<file path="src/rtl/musa_pkg.sv">
// Shared execute-path constants: ALU function codes and the flag bit positions
// within the ALU's 35-bit result bus.
package musa_pkg;

    localparam logic [5:0] FUNC_ADD = 6'b100000;
    localparam logic [5:0] FUNC_SUB = 6'b100010;
    localparam logic [5:0] FUNC_MUL = 6'b011000;
    localparam logic [5:0] FUNC_DIV = 6'b011010;
    localparam logic [5:0] FUNC_AND = 6'b100100;
    localparam logic [5:0] FUNC_OR  = 6'b100101;
    localparam logic [5:0] FUNC_NOT = 6'b100111;

    localparam int FLAG_ABOVE  = 32;
    localparam int FLAG_EQUALS = 33;
    localparam int FLAG_OVF    = 34;

    // Arithmetic ops are the only ones whose overflow bit is architecturally meaningful.
    function automatic logic updates_ovf(input logic [5:0] func);
        return (func == FUNC_ADD) || (func == FUNC_SUB) ||
               (func == FUNC_MUL) || (func == FUNC_DIV);
    endfunction

endpackage

</file>
<file path="src/rtl/wb_fifo.sv">
// Two-entry synchronous queue holding pending register-file writes.
// Slot 0 is always the head; a pop shifts slot 1 down.
module wb_fifo
    import musa_pkg::*;
#(
    parameter int DATA_W = 32,
    parameter int REG_W  = 5
) (
    input  logic              clk,
    input  logic              reset,
    input  logic              push,
    input  logic [DATA_W-1:0] push_data,
    input  logic [REG_W-1:0]  push_rd,
    input  logic              push_we,
    input  logic              pop,
    output logic [1:0]        count,
    output logic [DATA_W-1:0] head_data,
    output logic [REG_W-1:0]  head_rd,
    output logic              head_we
);

    logic [DATA_W-1:0] data_q [2];
    logic [REG_W-1:0]  rd_q   [2];
    logic              we_q   [2];
    logic              push_ok;
    logic              pop_ok;

    assign pop_ok  = pop && (count != 2'd0);
    assign push_ok = push && ((count != 2'd2) || pop_ok);

    always_ff @(posedge clk) begin
        if (reset) begin
            count <= 2'd0;
            for (int i = 0; i < 2; i++) begin
                data_q[i] <= '0;
                rd_q[i]   <= '0;
                we_q[i]   <= 1'b0;
            end
        end else begin
            case ({push_ok, pop_ok})
                2'b10: begin
                    data_q[count[0]] <= push_data;
                    rd_q[count[0]]   <= push_rd;
                    we_q[count[0]]   <= push_we;
                    count            <= count + 2'd1;
                end
                2'b01: begin
                    data_q[0] <= data_q[1];
                    rd_q[0]   <= rd_q[1];
                    we_q[0]   <= we_q[1];
                    count     <= count - 2'd1;
                end
                2'b11: begin
                    // Replace the departing head; when full the tail moves up behind it.
                    if (count == 2'd1) begin
                        data_q[0] <= push_data;
                        rd_q[0]   <= push_rd;
                        we_q[0]   <= push_we;
                    end else begin
                        data_q[0] <= data_q[1];
                        rd_q[0]   <= rd_q[1];
                        we_q[0]   <= we_q[1];
                        data_q[1] <= push_data;
                        rd_q[1]   <= push_rd;
                        we_q[1]   <= push_we;
                    end
                end
                default: ;
            endcase
        end
    end

    assign head_data = data_q[0];
    assign head_rd   = rd_q[0];
    assign head_we   = we_q[0];

endmodule

</file>
<file path="src/rtl/alu_writeback.sv">
// Write-back stage after the ALU: queues register writes, maintains the status
// flags, and raises a sticky overflow exception that stalls intake.
module alu_writeback
    import musa_pkg::*;
#(
    parameter int DATA_W = 32,
    parameter int REG_W  = 5
) (
    input  logic              clk,
    input  logic              reset,
    input  logic              in_valid,
    output logic              in_ready,
    input  logic [DATA_W+2:0] in_result,
    input  logic [5:0]        in_func,
    input  logic [REG_W-1:0]  in_rd,
    input  logic              in_wen,
    output logic              rf_we,
    output logic [REG_W-1:0]  rf_addr,
    output logic [DATA_W-1:0] rf_wdata,
    input  logic              rf_ready,
    output logic [2:0]        flags,
    output logic              exc_pending,
    output logic [5:0]        exc_func,
    output logic [REG_W-1:0]  exc_rd,
    input  logic              exc_clear
);

    logic [1:0]        count;
    logic [DATA_W-1:0] head_data;
    logic [REG_W-1:0]  head_rd;
    logic              head_we;
    logic              accept;
    logic              pop;
    logic              entry_we;

    // in_ready sees only registered state so rf_ready never reaches the ALU side.
    assign in_ready = !reset && (count != 2'd2) && !exc_pending;
    assign accept   = in_valid && in_ready;
    assign entry_we = in_wen && (in_rd != '0) && !in_result[FLAG_OVF];

    // Non-writing heads retire without waiting for the register file.
    assign pop      = (count != 2'd0) && (!head_we || rf_ready);
    assign rf_we    = (count != 2'd0) && head_we;
    assign rf_addr  = head_rd;
    assign rf_wdata = head_data;

    wb_fifo #(
        .DATA_W (DATA_W),
        .REG_W  (REG_W)
    ) u_fifo (
        .clk       (clk),
        .reset     (reset),
        .push      (accept),
        .push_data (in_result[DATA_W-1:0]),
        .push_rd   (in_rd),
        .push_we   (entry_we),
        .pop       (pop),
        .count     (count),
        .head_data (head_data),
        .head_rd   (head_rd),
        .head_we   (head_we)
    );

    always_ff @(posedge clk) begin
        if (reset) begin
            flags       <= 3'b000;
            exc_pending <= 1'b0;
            exc_func    <= '0;
            exc_rd      <= '0;
        end else begin
            if (accept) begin
                if (in_func == FUNC_SUB) begin
                    flags[0] <= in_result[FLAG_ABOVE];
                    flags[1] <= in_result[FLAG_EQUALS];
                end
                if (updates_ovf(in_func)) begin
                    flags[2] <= in_result[FLAG_OVF];
                end
            end
            // Intake is stalled while pending, so a new fault and a clear never coincide.
            if (accept && in_result[FLAG_OVF]) begin
                exc_pending <= 1'b1;
                exc_func    <= in_func;
                exc_rd      <= in_rd;
            end else if (exc_clear) begin
                exc_pending <= 1'b0;
            end
        end
    end

endmodule

</file>
<file path="config.mk">
export PLATFORM = sky130hd
export DESIGN_NAME = alu_writeback
export DESIGN_NICKNAME = d
export VERILOG_FILES = /design/src/rtl/musa_pkg.sv /design/src/rtl/wb_fifo.sv /design/src/rtl/alu_writeback.sv
export SDC_FILE = /design/constraint.sdc
export NUM_CORES = 1
export LEC_CHECK = 0
export ABC_AREA = 1
export CAP_MARGIN = 5
export CORE_AREA = 2 2 105 107
export DETAILED_ROUTE_END_ITERATION = 16
export DIE_AREA = 0 0 107 109
export DONT_BUFFER_PORTS = 1
export SLEW_MARGIN = 40
export SYNTH_ARGS = -nofsm -noshare
export SYNTH_HDL_FRONTEND = slang
export SYNTH_SLANG_ARGS = --single-unit
</file>
<file path="constraint.sdc">
create_clock -name clk -period 3.86 [get_ports clk]
set_input_delay 0.965 -clock clk [delete_from_list [all_inputs] [get_ports clk]]
set_output_delay 0.965 -clock clk [all_outputs]
set_load 0.03 [all_outputs]
</file>
==> impl_metrics.yaml, run 1 <==
status:
  status: "complete, no violations"
yosys:
  ys_types: 25
  netlist_instances: 415
  synth_common_cells: "nor2_1, edfxtp_1, inv_1"
  synth_top_cell_by_area: "edfxtp_1"
  ys_seq_elements: 93
  yosysMostFrequentCell: "nor2_1"
  synth_top_cell_area_share: 0.5546
  ys_seq_area_frac: 0.6373
  post_synth.cell_area_avg_um2: 9.916
  synth-main-ff-cell: "edfxtp_1"
  syn_area_um2: 4115
  async_flop_share: 0
  synth_edf_count: 76
  yosysWarnings: 0
  synth.area.top_cells: "edfxtp_1, nor2_1, dfxtp_1, o21ai_0, inv_1"
  synth_nets: 473
sta:
  tns_ns: 0
  fin_crit_ns: 2.546
  hold_viol: 0
  worst_clock_skew_ns: 0.008904
  fmax_mhz: 392.8
  relSlewSlack: 0.5750
  fin_crit_sh: 0.6595
  tightest_slew_ns: 0.6351
  rsz0062_at_grt: "false"
  drv_slew: 0
  final-setup-viol-count: 0
cts:
  cts.htree.levels: 3
  cts_num_sinks: 93
  clockRootBuffer: "clkbuf_8"
  cts_hold_buffers: 0
  post-cts-setup-buffers: 0
  clk-insertion-delay-late_ns: 0.36
  cts_made_buffers: 9
  clk_pin_slew_ns: 0.09
  clk_path_buf_depth: 2
  ctsResizeCount: 0
  cts_tree: "yes"
run:
  cap_violations: 0
layout:
  syn_to_final_growth_pct: 7.297
  antenna_cells: 0
  final_area_um2: 4415
  nets: 466
  drive_gt1_frac: 0.07264
  fillers: 1033
power:
  p_leak_nw: 1.871
  switching_share: 0.3736
  power_density_nw_per_um2: 713.7
  p_clk_frac: 0.222
  comb_power_share: 0.155
  p_switching_mw: 1.177
  seqPwrFrac: 0.623
  power_mw: 3.151
  ir_worst_vdd_uv: 299.2
  intPower_mw: 1.974
global_route:
  grt_pass1_wl_mm: 13.44
  grt_max_degree: 40
  track_usage: 0.1512
  grt_pass1_vias: 2707
  antenna_found_initial: 0
  grt_remaining_overflow: 0
die:
  io_pins: 106
  start_util: 0.3881
  dieHeight_um: 109
  row_count: 38
  core_um2: 10600
  die-area_um2: 11660
  die_x_um: 107
critical_path:
  required_ns: 4.07
  slowest_stage: "buf_4"
  start_kind: "input pin"
  path_buf_inv: 4
  cp-end-kind: "flop"
  critPathTopFamily: "buffers and inverters"
  arrival_ns: 2.75
  worst-setup-path-type: "in2reg"
  cp_slowest_stage_delay_ns: 0.38
  cp_max_fo: 39
  path_cells: "inv_2 > nand3_2 > inv_1 > ha_1 > nand3_2 > buf_4 > nand2_2 > inv_4 > nor2_1 > a21oi_1"
  cpMostUsedCell: "nand3_2"
drt:
  routedWlPerCell_um: 14.86
  dr.pass1.iters: 4
  drtAntennaViolNets: 0
  drtIter0Drc: 92
  drc: 0
  totalWireLength_mm: 8.215
  via_per_inst: 4.882
  num_vias: 2700
placed_design:
  routabilityCongestion: 0.7058
  io_buffers: 0
  hpwl_mm: 5.391
  placed_area_um2: 4203
min_path:
  min_path_type: "reg2reg"
-- power by group through the flow --
stage                     Clock, mW  Sequential, mW  Combinational, mW
after floorplan                   0            1.96              0.409
after global placement            0            1.99              0.478
after detailed placement          0            1.99              0.497
after CTS                     0.721            1.97              0.499
after global routing          0.757            2.00              0.566
final                         0.700            1.96              0.487
-- sequential cells by signal, indices dropped and copies added, names as in the netlist --
signal         flops
flags              3
exc_pending        1
exc_func           6
u_fifo.we_q        2
u_fifo.rd_q       10
u_fifo.count       2
u_fifo.data_q     64
exc_rd             5
-- cell type report --
cell class / instances / area [µm²] / area share
clock inverter: 7 / 88.84 / 0.02012
sequential: 93 / 2623 / 0.5939
multi-input combinational: 241 / 1147 / 0.2598
inverter: 58 / 220.2 / 0.04987
clock buffer: 9 / 123.9 / 0.02805
tap: 140 / 175.2 / 0.03967
timing repair buffer: 5 / 37.54 / 0.008501
-- stage by stage --
step           utilization  hold slack [ns]  setup WS [ns]  cells
6_report            0.4165           0.6010          1.314    553
2_1_floorplan            -           0.5282         0.5492    415
4_1_cts             0.4165           0.6087          1.279    553
3_5_place_dp        0.3964           0.5960         0.8943    537
5_1_grt             0.4165           0.6492          1.064    553
3_3_place_gp        0.3957           0.5820         0.8840    537
-- cell usage in the layout (no fill, tap or decap), types with 3 or more instances in the layout --
cell type,instances
a21oi_1,40
inv_1,56
dfxtp_1,17
clkbuf_8,9
nor2_1,111
nand3_2,3
nand3_1,4
edfxtp_1,76
o21ai_1,5
buf_4,5
o21ai_0,46
ha_1,6
nand2_1,17
-- cells by family after synthesis --
| family | Yosys count | synth area share |
|---|---|---|
| XOR/XNOR | 1 | 0.002129 |
| flip-flops | 93 | 0.6373 |
| adder cells (fa/ha/maj) | 6 | 0.01824 |
| buffers and inverters | 81 | 0.08939 |
| AND/OR/NAND/NOR | 141 | 0.1356 |
| AO/OA/AOI/OAI | 93 | 0.1174 |
-- final timing paths --
check	to	depth (start not counted)	slack [ns]	startpoint
max	u_fifo.data_q[0][7]$_DFFE_PP_	10	1.31	reset
min	u_fifo.count[0]$_SDFFE_PP0P_	2	0.60	u_fifo.count[0]$_SDFFE_PP0P_
max reg2reg	u_fifo.data_q[0][7]$_DFFE_PP_	12	1.40	u_fifo.count[0]$_SDFFE_PP0P_
min reg2reg	u_fifo.count[0]$_SDFFE_PP0P_	2	0.60	u_fifo.count[0]$_SDFFE_PP0P_
-- metal layers --
layer / wire length [µm] / GRT usage / up-vias / share of wire
met5: 0 / 0 / - / 0
met4: 132 / 0.07143 / 0 / 0.016
met3: 720 / 0.05200 / 11 / 0.088
met2: 4038 / 0.2575 / 98 / 0.49
met1: 3325 / 0.1713 / 1252 / 0.40
li1: - / - / 1339 / -
-- worst register-to-register path: stages (launching register included) --
cell and delay (ns):
dfxtp_1 0.33, inv_1 0.14, ha_1 0.18, nor2_1 0.06
nand3_2 0.12, inv_1 0.07, ha_1 0.23, nand3_2 0.09
buf_4 0.38, nand2_2 0.14, inv_4 0.30, nor2_1 0.12
a21oi_1 0.15
Note: power is estimated with default switching activity, not from simulation.
==> run 2, diff against run 1 <==
- clock period: 3.86 -> 2.1 ns (I/O delays scaled with it)
==> impl_metrics.yaml, run 2 (same netlist as run 1, synthesis figures left out) <==
die:
  dieHeight_um: 109
  io_pins: 106
  core_um2: 10600
  row_count: 38
  die_x_um: 107
  start_util: 0.3881
  die-area_um2: 11660
critical_path:
  required_ns: 2.20
  arrival_ns: 2.05
  worst-setup-path-type: "reg2reg"
  cp-end-kind: "flop"
  start_kind: "flop"
  cp_max_fo: 37
placed_design:
  hpwl_mm: 5.631
  placed_area_um2: 4368
  place_inst: 548
  routabilityCongestion: 0.7113
  place_ws_ns: 0.01829
  io_buffers: 0
power:
  power_density_nw_per_um2: 1274
  intPower_mw: 3.650
  comb_power_share: 0.186
  seqPwrFrac: 0.616
  p_switching_mw: 2.203
  switching_share: 0.3764
  p_clk_frac: 0.198
  ir_worst_vdd_uv: 430.2
  power_mw: 5.853
  p_leak_nw: 1.942
drt:
  num_vias: 2685
  routedWlPerCell_um: 14.78
  highest_layer: "met4"
  drt-met1-wl_mm: 3.486
  drtIter0Drc: 110
  via_per_inst: 4.761
  met3_wirelength_um: 729
  totalWireLength_mm: 8.337
  met2_length_mm: 4.000
  dr.pass1.iters: 4
  drc: 0
  drtAntennaViolNets: 0
sta:
  hold_viol: 0
  fmax_mhz: 513.1
  tightest_slew_ns: 0.3858
  worst_clock_skew_ns: 0.008032
  drv_slew: 0
  fin_crit_sh: 0.9281
  tns_ns: 0
  rsz0062_at_grt: "false"
  final-setup-viol-count: 0
  setup_ws_ns: 0.1510
  relSlewSlack: 0.7425
  fin_crit_ns: 1.949
global_route:
  antenna_found_initial: 0
  track_usage: 0.1513
  grt_pass1_wl_mm: 13.59
  grt_remaining_overflow: 0
  grt_max_degree: 39
  grt_pass1_vias: 2738
cts:
  cts_num_sinks: 93
  clk-insertion-delay-late_ns: 0.35
  cts_hold_buffers: 0
  cts_tree: "yes"
  cts_made_buffers: 9
  clk_pin_slew_ns: 0.09
  clockRootBuffer: "clkbuf_8"
  cts.htree.levels: 3
  clk_path_buf_depth: 2
layout:
  largest_reg_flops: 64
  largest_registers: "u_fifo.data_q: 64 flops, u_fifo.rd_q: 10 flops, exc_func: 6 flops"
  nets: 477
  final_common_cell: "nor2_1"
  final_area_um2: 4593
  fin_cells: 564
  antenna_cells: 0
  syn_to_final_growth_pct: 11.61
  fillers: 1018
  final_cell_mix: "nor2_1, edfxtp_1, inv_1, o21ai_0, a21oi_1"
  drive_gt1_frac: 0.1085
  max_flop_register: "u_fifo.data_q"
run:
  cap_violations: 0
status:
  status: "complete, no violations"
min_path:
  min_path_type: "in2reg"
## run 2: cell types whose count changed in the layout (fill, tap and decap cells not counted), moves of 2 or more
cell	change
buf_12	+7
buf_4	+4
inv_1	-3
inv_2	+3
nand3_2	-2
nand3_4	+2
## run 2: power by group through the flow
stage | Clock (mW) | Combinational, mW | Sequential (mW)
finish | 1.16 | 1.09 | 3.61
global route | 1.27 | 1.24 | 3.67
CTS | 1.19 | 1.09 | 3.62
detailed placement | 0 | 1.09 | 3.66
global placement | 0 | 1.04 | 3.64
floorplan | 0 | 0.770 | 3.58
## run 2: timing repair
| item | 4_1_cts | 5_1_grt |
|---|---|---|
| resized for setup | 1 | 12 |
| buffers inserted | 0 | 0 |
| setup endpoints to repair | 1 | 88 |
## run 2: metal layers
| metal | global-route usage | up-vias |
|---|---|---|
| li1 | - | 1363 |
| met1 | 0.1800 | 1222 |
| met2 | 0.2484 | 90 |
| met3 | 0.06097 | 10 |
| met4 | 0.05566 | 0 |
| met5 | 0 | - |
## run 2: final cells by class
cell class	count	area, µm²	share of cell area
clock inverter	6	62.56	0.01362
sequential	93	2623	0.5710
tap	140	175.2	0.03814
inverter	58	225.2	0.04903
clock buffer	10	127.6	0.02779
multi-input combinational	241	1172	0.2552
timing repair buffer	16	207.7	0.04522
## run 2: worst max-delay path, cell delays in order (launching register included)
cell,delay (ns)
dfxtp_1,0.35
inv_2,0.07
ha_1,0.21
o21bai_4,0.20
inv_1,0.11
ha_1,0.17
nand2_1,0.07
inv_2,0.08
nand2_2,0.06
nand2_4,0.09
inv_8,0.09
nor2_1,0.11
a21oi_1,0.06
## run 2: path summary, 6_finish.rpt
kind / start / end / slack (ns) / cells after the start
max reg2reg: u_fifo.count[0]$_SDFFE_PP0P_ / u_fifo.data_q[0][22]$_DFFE_PP_ / 0.15 / 12
min: reset / exc_func[0]$_SDFFE_PP0P_ / 0.23 / 1
max: u_fifo.count[0]$_SDFFE_PP0P_ / u_fifo.data_q[0][22]$_DFFE_PP_ / 0.15 / 12
min reg2reg: u_fifo.count[0]$_SDFFE_PP0P_ / u_fifo.count[0]$_SDFFE_PP0P_ / 0.55 / 2
## run 2: per-stage QoR
stage	util	hold WS, ns
4_1_cts	0.4301	0.2029
2_1_floorplan	-	0.5282
3_5_place_dp	0.4120	0.5708
3_3_place_gp	0.4120	0.5504
5_1_grt	0.4332	0.1979
6_report	0.4332	0.2273
